File: config.mk
export PLATFORM = sky130hd
export DESIGN_NAME = fetch_ctrl
export DESIGN_NICKNAME = d
export VERILOG_FILES = /design/src/rtl/fetch_ctrl.sv
export SDC_FILE = /design/constraint.sdc
export NUM_CORES = 1
export LEC_CHECK = 0
export BUFFER_PORTS_ARGS = -buffer_cell sky130_fd_sc_hd__buf_2
export CAP_MARGIN = 10
export CELL_PAD_IN_SITES_DETAIL_PLACEMENT = 0
export CELL_PAD_IN_SITES_GLOBAL_PLACEMENT = 2
export CORE_AREA = 5 5 156 158
export DETAILED_ROUTE_END_ITERATION = 7
export DIE_AREA = 0 0 161 163
export GPL_TIMING_DRIVEN = 0
export PLACE_DENSITY_LB_ADDON = 0.1
export REMOVE_ABC_BUFFERS = 1
export SLEW_MARGIN = 20
export SYNTH_ARGS = -nofsm -noshare
export SYNTH_HDL_FRONTEND = slang
export SYNTH_SLANG_ARGS = --single-unit
File: constraint.sdc
create_clock -name clk -period 2.5 [get_ports clk]
set_input_delay 0.5 -clock clk [delete_from_list [all_inputs] [get_ports clk]]
set_output_delay 0.5 -clock clk [all_outputs]
set_load 0.05 [all_outputs]
File: src/rtl/fetch_ctrl.sv
// Front-end fetch sequencer: owns the dual-issue fetch PC, keeps one instruction-memory
// request in flight, arbitrates redirects and hands 64-bit packets to decode.
module fetch_ctrl #(
   parameter logic [31:0] RESET_PC     = 32'h1c000000,
   parameter int unsigned FETCH_STRIDE = 8
) (
   input  logic        clk,
   input  logic        rst,
   input  logic        flush,
   input  logic [31:0] new_pc,
   input  logic        branch_flag_1,
   input  logic [31:0] branch_target_1,
   input  logic        branch_flag_2,
   input  logic [31:0] branch_target_2,
   input  logic        backend_stall,
   output logic        ireq_valid,
   output logic [31:0] ireq_addr,
   input  logic        ireq_ready,
   input  logic        iresp_valid,
   input  logic [63:0] iresp_data,
   output logic        inst_valid_o,
   output logic [31:0] inst_pc_o,
   output logic [63:0] inst_o
);

   // Handshake: a request transfers on a cycle where ireq_valid & ireq_ready are both high
   // at posedge; exactly one iresp_valid pulse returns per transferred request, at least
   // one cycle later. The decode slot transfers when inst_valid_o & ~backend_stall.

   typedef enum logic [1:0] {
      S_IDLE,
      S_REQ,
      S_WAIT,
      S_HOLD
   } state_t;

   localparam logic [31:0] STRIDE = 32'(FETCH_STRIDE);

   state_t      state_q, state_d;
   logic [31:0] pc_q, pc_d;
   logic        kill_q, kill_d;
   logic        inst_valid_q, inst_valid_d;
   logic [31:0] inst_pc_q, inst_pc_d;
   logic [63:0] inst_q, inst_d;

   logic        redirect;
   logic [31:0] target;
   logic        consume;

   always_comb begin
      redirect = flush | branch_flag_1 | branch_flag_2;
      if (flush) begin
         target = new_pc;
      end else if (branch_flag_1) begin
         target = branch_target_1;
      end else begin
         target = branch_target_2;
      end
      consume = inst_valid_q & ~backend_stall;
   end

   always_ff @(posedge clk) begin
      if (rst) begin
         state_q      <= S_IDLE;
         pc_q         <= RESET_PC;
         kill_q       <= 1'b0;
         inst_valid_q <= 1'b0;
         inst_pc_q    <= 32'h0;
         inst_q       <= 64'h0;
      end else begin
         state_q      <= state_d;
         pc_q         <= pc_d;
         kill_q       <= kill_d;
         inst_valid_q <= inst_valid_d;
         inst_pc_q    <= inst_pc_d;
         inst_q       <= inst_d;
      end
   end

   always_comb begin
      state_d      = state_q;
      pc_d         = pc_q;
      kill_d       = kill_q;
      inst_valid_d = inst_valid_q;
      inst_pc_d    = inst_pc_q;
      inst_d       = inst_q;
      case (state_q)
         S_IDLE: begin
            state_d = S_REQ;
            if (redirect) begin
               pc_d = target;
            end
         end
         S_REQ: begin
            // The address may move while unaccepted; once accepted under a redirect the
            // in-flight request already targets the old PC and must be killed.
            if (redirect) begin
               pc_d = target;
            end
            if (ireq_ready) begin
               state_d = S_WAIT;
               kill_d  = redirect;
            end
         end
         S_WAIT: begin
            if (iresp_valid) begin
               if (kill_q | redirect) begin
                  kill_d  = 1'b0;
                  state_d = S_REQ;
                  if (redirect) begin
                     pc_d = target;
                  end
               end else begin
                  inst_valid_d = 1'b1;
                  inst_pc_d    = pc_q;
                  inst_d       = iresp_data;
                  pc_d         = pc_q + STRIDE;
                  state_d      = S_HOLD;
               end
            end else if (redirect) begin
               kill_d = 1'b1;
               pc_d   = target;
            end
         end
         S_HOLD: begin
            if (redirect) begin
               inst_valid_d = 1'b0;
               pc_d         = target;
               state_d      = S_REQ;
            end else if (consume) begin
               inst_valid_d = 1'b0;
               state_d      = S_REQ;
            end
         end
         default: begin
            state_d = S_IDLE;
         end
      endcase
   end

   assign ireq_valid   = (state_q == S_REQ);
   assign ireq_addr    = pc_q;
   assign inst_valid_o = inst_valid_q;
   assign inst_pc_o    = inst_pc_q;
   assign inst_o       = inst_q;

endmodule

==> results of run 1 <==
-- metal layers --
metal  GRT usage [%]  vias to the layer above  wire (um)
met2            25.0                      207      10000
met4            3.96                        0        218
met3            4.78                       15       1520
met1            22.6                     2755      10500
met5               0                        -          0
li1                -                     3130          -
-- Yosys cell counts (2+ instances only) --
library cell	instances	share of area (%)
clkbuf_1	37	2.4
nor4_4	2	0.73
mux2i_1	7	1.2
nor2_1	40	2.6
dfxtp_1	132	45
xnor2_1	5	0.75
o21ai_0	15	1.3
a211oi_1	6	0.77
buf_2	12	1.0
a21oi_1	128	11
buf_1	3	0.19
ha_1	6	1.3
and3_1	4	0.43
nand4_4	2	0.73
inv_1	11	0.71
xor2_1	15	2.3
nand4_1	6	0.64
nor3_1	5	0.43
o211ai_1	2	0.26
nand2_1	227	15
or3_1	2	0.21
nand3_1	10	0.86
buf_4	3	0.39
a22oi_1	24	3.1
a311oi_1	2	0.30
a221oi_1	8	1.2
nor2b_1	4	0.43
nor4_1	6	0.64
o22ai_1	12	1.3
-- layout by cell type (no fill, tap or decap), types with 4 or more instances in the layout --
master	count
inv_6	6
dfxtp_1	132
xor2_1	15
xnor2_1	5
nor3_1	5
a221oi_1	8
nor2_1	40
ha_1	6
nand3_1	9
buf_2	295
a21oi_1	128
o22ai_1	12
nor4_1	6
mux2i_1	7
clkinvlp_4	4
inv_1	11
a211oi_1	6
buf_16	4
nand2_1	227
clkbuf_16	17
nand4_1	6
a22oi_1	24
o21ai_0	15
-- kinds of logic (layout without fill, tap and decap cells) --
logic type | after synthesis | after routing | share of synthesized area (%)
buffers and inverters | 66 | 347 | 4.70
DFF | 132 | 132 | 45.3
and+or+nand+nor | 319 | 319 | 24.1
AOI/OAI and AO/OA | 205 | 205 | 20.4
adders and majority gates | 6 | 6 | 1.29
xor gates and xnor gates | 20 | 20 | 3.00
muxes | 7 | 7 | 1.20
-- final cells by class --
cell class | count | share of cell area (%)
Inverter | 11 | 0.505
Timing Repair Buffer | 304 | 20.0
Clock buffer | 19 | 5.30
Multi-Input combinational cell | 557 | 35.9
Clock inverter | 13 | 1.50
Sequential cell | 132 | 32.3
Tap cell | 290 | 4.44
-- worst paths after layout --
check | startpoint | depth (start not counted) | endpoint | slack [ns]
setup / recovery | ireq_addr[3] | 6 | ireq_addr[29] | 0.26
hold / removal | iresp_data[28] | 3 | inst_o[28] | 0.31
setup reg to reg | ireq_addr[3] | 6 | ireq_addr[29] | 0.26
hold reg to reg | inst_pc_o[22] | 2 | inst_pc_o[22] | 0.45
-- worst register-to-register path, cell delays in order, from the launching register on --
cell and delay (ns):
dfxtp_1 0.48, ha_1 0.22, nand3_1 0.37, nor4_2 0.48
nand4_1 0.17, xor2_1 0.19, a221oi_2 0.25
-- power groups by stage --
| stage | combinational, mW | sequential [mW] | clock, mW |
|---|---|---|---|
| 2_1_floorplan | 0.187 | 2.39 | 0 |
| 3_3_place_gp | 0.624 | 2.27 | 0 |
| 3_5_place_dp | 0.641 | 2.27 | 0 |
| 4_1_cts | 0.643 | 2.23 | 2.49 |
| 5_1_grt | 0.694 | 2.24 | 2.57 |
| 6_report | 0.634 | 2.23 | 2.41 |
-- flip-flops by register name (all words and copies together), names as in the netlist --
| name | cells |
|---|---|
| inst_o | 64 |
| inst_pc_o | 32 |
| inst_valid_o | 1 |
| ireq_addr | 32 |
| kill_q | 1 |
| state_q | 2 |
-- stage by stage --
step	hold WS (ns)	worst slack [ns]	utilization, %	area, um^2
floorplan	0.516	-0.886	-	5600
global placement	0.440	-4.21	32.4	7450
detailed placement	0.444	-0.591	33.1	7600
CTS	0.296	0.200	35.6	8180
global route	0.302	0.0445	35.6	8180
finish	0.313	0.259	35.6	8180
==> out/metrics.cfg, run 1 <==
[outcome]
outcome = complete, no violations

[global_routing]
first_global_vias = 5831
antenna_found_initial = 0
grt_max_degree = 83
grt_usage_pct = 16.3
overflow = 0
grt_pass1_wl_mm = 33.8

[synth]
synthFlopType = dfxtp_1
async_flop_share_pct = 0
seq_area_frac_synth_pct = 45.3
synth_edf_count = 0
ys_seq_elements = 132
synthesis.area_um2 = 5830
netlist_instances = 755
yosys_warnings = 0
avgSynthCellArea_um2 = 7.72
yosys.cell_types.count = 48

[sta]
fmax_ghz = 0.446
setup_viol = 0
fin_crit_sh_pct = 89.6
finalClockSkew_ns = 0.0222
rsz0062_at_grt = false
maxSlewHeadroom_pct = 38.9
hold_viol = 0
tns_ns = 0
tightest_slew_ns = 0.916
slew_violations = 0
fin_crit_ns = 2.24

[route]
drc = 0
drt_pass1_iterations = 4
vias = 6107
drt-initial-drc-count = 313
wl_per_cell_um = 16.8
vias_per_cell = 4.61
drt-total-wl_mm = 22.2
antenna_left = 0

[worst_setup_path]
cp.required_ns = 2.83
crit_path_max_fanout = 8
cp-end-kind = register
cp-start-kind = register
cp.arrival_ns = 2.57
crit_slowest_cell = dfxtp_1
crit_family = simple AND/OR/NAND/NOR gates
path_buf_inv = 0
worstPathCellList = ha_1, nand3_1, nor4_2, nand4_1, xor2_1, a221oi_2
crit_type = register to register
cpPeakStageDelay_ns = 0.48

[power]
p_int_mw = 3.77
ir_worst_vdd_mv = 0.364
power_switching_mw = 1.50
seqPwrFrac_pct = 42.2
total_leakage_power_nw = 3.54
sw_frac_of_total_pct = 28.5
clock_power_share_pct = 45.7
comb_power_share_pct = 12.0
p_total_mw = 5.27
p_per_area_nw_per_um2 = 644

[flow_run]
drv_cap = 0

[clock_network]
root_buffer = clkbuf_16
clk_latency_ns = 0.43
cts_made_buffers = 17
ctsHoldBuffers = 0
cts.htree.levels = 4
cts_tree = done
post-cts-setup-buffers = 2
cts.path.max_buffers = 2
numClockSinks = 132
ctsResizeCount = 0
path_clk_slew_ns = 0.06

[die]
design.core.area_um2 = 23000
die_w_um = 161
rows = 56
io_pins = 298
die_h_um = 163
fp.dieArea_um2 = 26200
start_util_pct = 25.4

[placement]
dp_hpwl_mm = 15.9
gp_congestion = 0.694
io_buffers = 297
placedCellCount = 1292

[cells_and_area]
multiInputGateArea_um2 = 2940
fin_cells = 1326
fillers = 2544
fin_nets = 1197
antenna_cells = 0
drive_gt1_share_pct = 33.3
areaGrowthSynthToFinish_pct = 40.2
ff_latch_area_um2 = 2640

[min_path]
hp-class = primary input to register

No activity file was read; power rests on OpenSTA's default activity.
==> inputs of run 2 (changes only) <==
--- a/config.mk
+++ b/config.mk
@@ -15,6 +15,7 @@
 export GPL_TIMING_DRIVEN = 0
 export PLACE_DENSITY_LB_ADDON = 0.1
 export REMOVE_ABC_BUFFERS = 1
+export SETUP_SLACK_MARGIN = 0.4
 export SLEW_MARGIN = 20
 export SYNTH_ARGS = -nofsm -noshare
 export SYNTH_HDL_FRONTEND = slang
==> run 2 against run 1 <==
Clock-buffer cell count is the same. Global-route usage grew 0.67 points. Register-to-register slack gained 0.31 ns. Clock skew grew 0.0010 ns. Core utilization grew 0.70 points. Sequential power is essentially flat. Via count grew 1.3%. Setup slack gained 0.29 ns. Cell count grew 0.98%. First-iteration DRC count grew 4.2%. Non-clock buffer count grew 11. Die area is the same. Largest cell class unchanged.
==> out/metrics.cfg, run 2 (synthesis results as in run 1) <==
[outcome]
outcome = complete, no violations

[global_routing]
met1_usage_pct = 23.3
grt_max_degree = 83
first_global_vias = 5959
overflow = 0
use_met2_pct = 26.2
grt_usage_pct = 17.0
grt_use_met3_pct = 5.04
gr-max-usage-layer = met2
antenna_found_initial = 0
grt_pass1_wl_mm = 34.9

[die]
io_pins = 298
die_h_um = 163
die_w_um = 161
rows = 56
fp.dieArea_um2 = 26200
start_util_pct = 25.4
design.core.area_um2 = 23000

[sta]
hold_viol = 0
finalClockSkew_ns = 0.0233
tns_ns = 0
fin_crit_sh_pct = 77.9
tightest_slew_ns = 0.709
slew_violations = 0
fin_crit_ns = 1.95
rsz0062_at_grt = false
setup_viol = 0
hold_slack_ns = 0.316
maxSlewHeadroom_pct = 52.8
fmax_ghz = 0.513

[worst_setup_path]
cpPeakStageDelay_ns = 0.60
worstPathCellList = buf_4, or3_1, nor2_1, and2_1, a221oi_1, o22ai_1
crit_path_max_fanout = 36
crit_slowest_cell = or3_1
reg2reg_slack_ns = 0.57
cp.required_ns = 2.84
cp-end-kind = register
cp-start-kind = primary input
cp.arrival_ns = 2.29
crit_type = primary input to register

[clock_network]
root_buffer = clkbuf_16
path_clk_slew_ns = 0.06
cts_tree = done
clk_latency_ns = 0.43
cts.path.max_buffers = 2
cts_made_buffers = 17
cts.htree.levels = 4
numClockSinks = 132

[cells_and_area]
final_common_cell = buf_2
fin_cells = 1339
drive_gt1_share_pct = 34.8
fin_nets = 1210
largest_register_ff_count = 64
antenna_cells = 0
areaGrowthSynthToFinish_pct = 43.0
mostFrequentLayoutCells = buf_2 (294), nand2_1 (227), dfxtp_1 (132)

[route]
antenna_left = 0
drc = 0
vias_per_cell = 4.62
vias = 6186
drt-total-wl_mm = 23.1
wl_per_cell_um = 17.2
drt_pass1_iterations = 4
drt-initial-drc-count = 326

[flow_run]
drv_cap = 0

[min_path]
hp-class = primary input to register

[placement]
io_buffers = 297
gp_congestion = 0.694
placedCellCount = 1292
dp_hpwl_mm = 15.9

[power]
p_per_area_nw_per_um2 = 635
total_leakage_power_nw = 3.61
ir_worst_vdd_mv = 0.363

==> run 2: final timing paths <==
check / from / end / depth (start not counted)
worst min-delay path: iresp_data[28] / inst_o[28] / 3
worst min register to register: inst_pc_o[22] / inst_pc_o[22] / 2
worst max-delay path: branch_flag_1 / ireq_addr[25] / 6
worst max register to register: ireq_addr[3] / ireq_addr[29] / 6
==> run 2: cell type report <==
type	count	area, um^2
well taps	290	363
inverters	11	41.3
repair buffers	315	1720
fillers	2534	14600
clock inverters	13	123
clock buffers	19	433
flip-flops and latches	132	2640
multi-input cells	559	3010
==> run 2: stage by stage <==
stage / cell area (um^2) / util, % / setup slack, ns / power, mW
finish: 8340 / 36.3 / 0.552 / 5.29
global route: 8340 / 36.3 / 0.434 / 5.52
CTS: 8270 / 36.0 / 0.395 / 5.37
detailed placement: 7600 / 33.1 / -0.591 / 2.91
global placement: 7450 / 32.4 / -4.21 / 2.90
floorplan: 5600 / - / -0.886 / 2.58
==> run 2: routing by layer <==
layer / vias up / wire (um)
met1: 2808 / 11000
met3: 17 / 1520
li1: 3157 / -
met5: - / 0
met4: 0 / 270
met2: 204 / 10300
==> run 2: repair_timing <==
action                     4_1_cts  5_1_grt
gates cloned                     2        0
resized for setup                6        6
buffers inserted                 8        5
pin swaps                        2        5
setup endpoints to repair      117       89
hold buffers                     0        0
==> run 2: worst max-delay path, delay by kind of cell <==
family          cells  cell delay, ns
simple gates        3            1.23
buf+inv             1            0.27
compound gates      2            0.27
==> run 2: report_power, final <==
part	total [mW]	leakage (nW)	switching (mW)	internal, mW
Clock	2.42	0.262	1.03	1.38
Sequential	2.23	1.07	0.0769	2.15
Combinational	0.649	2.28	0.408	0.241
==> inputs of run 3 (changes only) <==
--- a/config.mk
+++ b/config.mk
@@ -9,9 +9,9 @@
 export CAP_MARGIN = 10
 export CELL_PAD_IN_SITES_DETAIL_PLACEMENT = 0
 export CELL_PAD_IN_SITES_GLOBAL_PLACEMENT = 2
-export CORE_AREA = 5 5 156 158
+export CORE_AREA = 5 5 162 164
 export DETAILED_ROUTE_END_ITERATION = 7
-export DIE_AREA = 0 0 161 163
+export DIE_AREA = 0 0 167 169
 export GPL_TIMING_DRIVEN = 0
 export PLACE_DENSITY_LB_ADDON = 0.1
 export REMOVE_ABC_BUFFERS = 1
==> constraint.sdc (replaced) <==
create_clock -name clk -period 1.95 [get_ports clk]
set_input_delay 0.39 -clock clk [delete_from_list [all_inputs] [get_ports clk]]
set_output_delay 0.39 -clock clk [all_outputs]
set_load 0.05 [all_outputs]
==> run 3 against run 2 <==
Setup slack got worse by 0.32 ns. Clock skew fell by 0.0078 ns. Core utilization rose by 5.3 points. Cell count rose by 9.3%. Critical path depth fell by 2. First-iteration DRC count fell by 7.1%.
==> out/metrics.cfg, run 3 (synthesis results as in run 1) <==
[power]
p_total_mw = 7.51
total_leakage_power_nw = 4.39
ir_worst_vdd_mv = 0.461
p_per_area_nw_per_um2 = 730

[global_routing]
first_global_vias = 6314
antenna_found_initial = 2
grt_pass1_wl_mm = 38.0
grt_max_degree = 79
grt_usage_pct = 17.2
overflow = 0

[cells_and_area]
fin_cells = 1464
areaGrowthSynthToFinish_pct = 76.5
largest_register_ff_count = 64
drive_gt1_share_pct = 52.5
final_common_cell = buf_2
postLayoutCellArea_um2 = 10300
fin_nets = 1293
mostFrequentLayoutCells = buf_2 (277), nand2_1 (170), dfxtp_1 (107)

[clock_network]
root_buffer = clkbuf_16
path_clk_slew_ns = 0.07
numClockSinks = 132
clk_latency_ns = 0.42
cts.htree.levels = 4
cts.path.max_buffers = 2
cts_tree = done
ctsHoldBuffers = 0
cts_made_buffers = 17

[die]
design.core.area_um2 = 24700
die_w_um = 167
die_h_um = 169
fp.dieArea_um2 = 28200
io_pins = 298
rows = 58
start_util_pct = 23.6

[sta]
finalClockSkew_ns = 0.0155
fin_crit_sh_pct = 88.3
rsz0062_at_grt = true
maxSlewHeadroom_pct = 56.8
fmax_ghz = 0.581
setup_viol = 0
slew_violations = 0
hold_viol = 0
fin_crit_ns = 1.72
tightest_slew_ns = 0.648

[worst_setup_path]
reg2reg_slack_ns = 0.29
cp.required_ns = 1.56
rr_worst_depth = 8
cpPeakStageDelay_ns = 0.35
cp-end-kind = output pin
crit_slowest_cell = dfxtp_4
cp-start-kind = register
crit_path_max_fanout = 3
r2r-start = state_q[0]
crit_type = register to output pin
cp.arrival_ns = 1.33
reg2reg_to = ireq_addr[18]
worstPathCellList = buf_4, buf_12, ha_4, buf_8

[route]
antenna_left = 0
drc = 0
vias_per_cell = 4.64
drt-total-wl_mm = 29.3
wl_per_cell_um = 20.0
vias = 6792
drt-initial-drc-count = 303
drt_pass1_iterations = 7

[placement]
dp_hpwl_mm = 16.1
io_buffers = 297
gp_congestion = 0.719
placedCellCount = 1331
place_area_um2 = 7630

[outcome]
outcome = complete, no violations

[flow_run]
drv_cap = 0

[min_path]
hold_depth = 3
hold_end = inst_o[33]
hp-class = primary input to register
worstHoldStart = iresp_data[33]

run 3: what timing repair did:
action | in CTS | in global routing
setup buffers | 44 | 32
cloned | 5 | 18
gates resized for setup | 87 | 185
pin swaps | 27 | 90
endpoints found under the setup margin | 152 | 129
run 3: cell type report:
cell class	instances	area (um^2)
sequential	132	2710
clock inverter	13	195
clock buffer	19	443
multi-input combinational	568	3760
fill	2612	14500
inverter	11	43.8
timing repair buffer	389	2720
antenna	2	5.00
tap	330	413
run 3: per-layer routing:
layer / up-vias / track usage (%) / share of wire (%)
met5: - / 0 / 0
met4: 0 / 3.20 / 1.2
met3: 18 / 5.35 / 6.7
met2: 216 / 27.3 / 46
met1: 3200 / 23.4 / 46
li1: 3358 / - / -
run 3: metrics by stage:
| step | setup TNS, ns | worst slack, ns | utilization [%] | hold slack, ns |
|---|---|---|---|---|
| 3_3_place_gp | -490.90 | -4.60 | 30.3 | 0.441 |
| 2_1_floorplan | -128.88 | -1.33 | - | 0.456 |
| 3_5_place_dp | -93.65 | -1.02 | 30.8 | 0.443 |
| 5_1_grt | 0 | 0.179 | 41.6 | 0.190 |
| 6_report | 0 | 0.229 | 41.6 | 0.205 |
| 4_1_cts | 0 | 0.304 | 36.3 | 0.191 |
run 3: how the worst max path moves through the flow:
stage	from	to	slack [ns]	cells past startpoint
finish	state_q[0]	ireq_valid	0.23	4
global route	state_q[0]	ireq_valid	0.18	4
CTS	state_q[0]	ireq_addr[18]	0.30	8
detailed placement	branch_flag_1	inst_o[39]	-1.02	6
global placement	flush	inst_pc_o[8]	-4.60	5
floorplan	branch_flag_1	inst_o[0]	-1.33	4
run 3: report_power, final:
| group | switching (mW) | internal [mW] |
|---|---|---|
| clock network | 1.36 | 2.20 |
| logic | 0.634 | 0.451 |
| registers | 0.0987 | 2.76 |
run 3: worst max-delay path, delay by kind of cell, from the launching register on:
| family | cells | cell delay, ns |
|---|---|---|
| flops | 1 | 0.35 |
| fa+ha+maj | 1 | 0.16 |
| buf+inv | 3 | 0.38 |
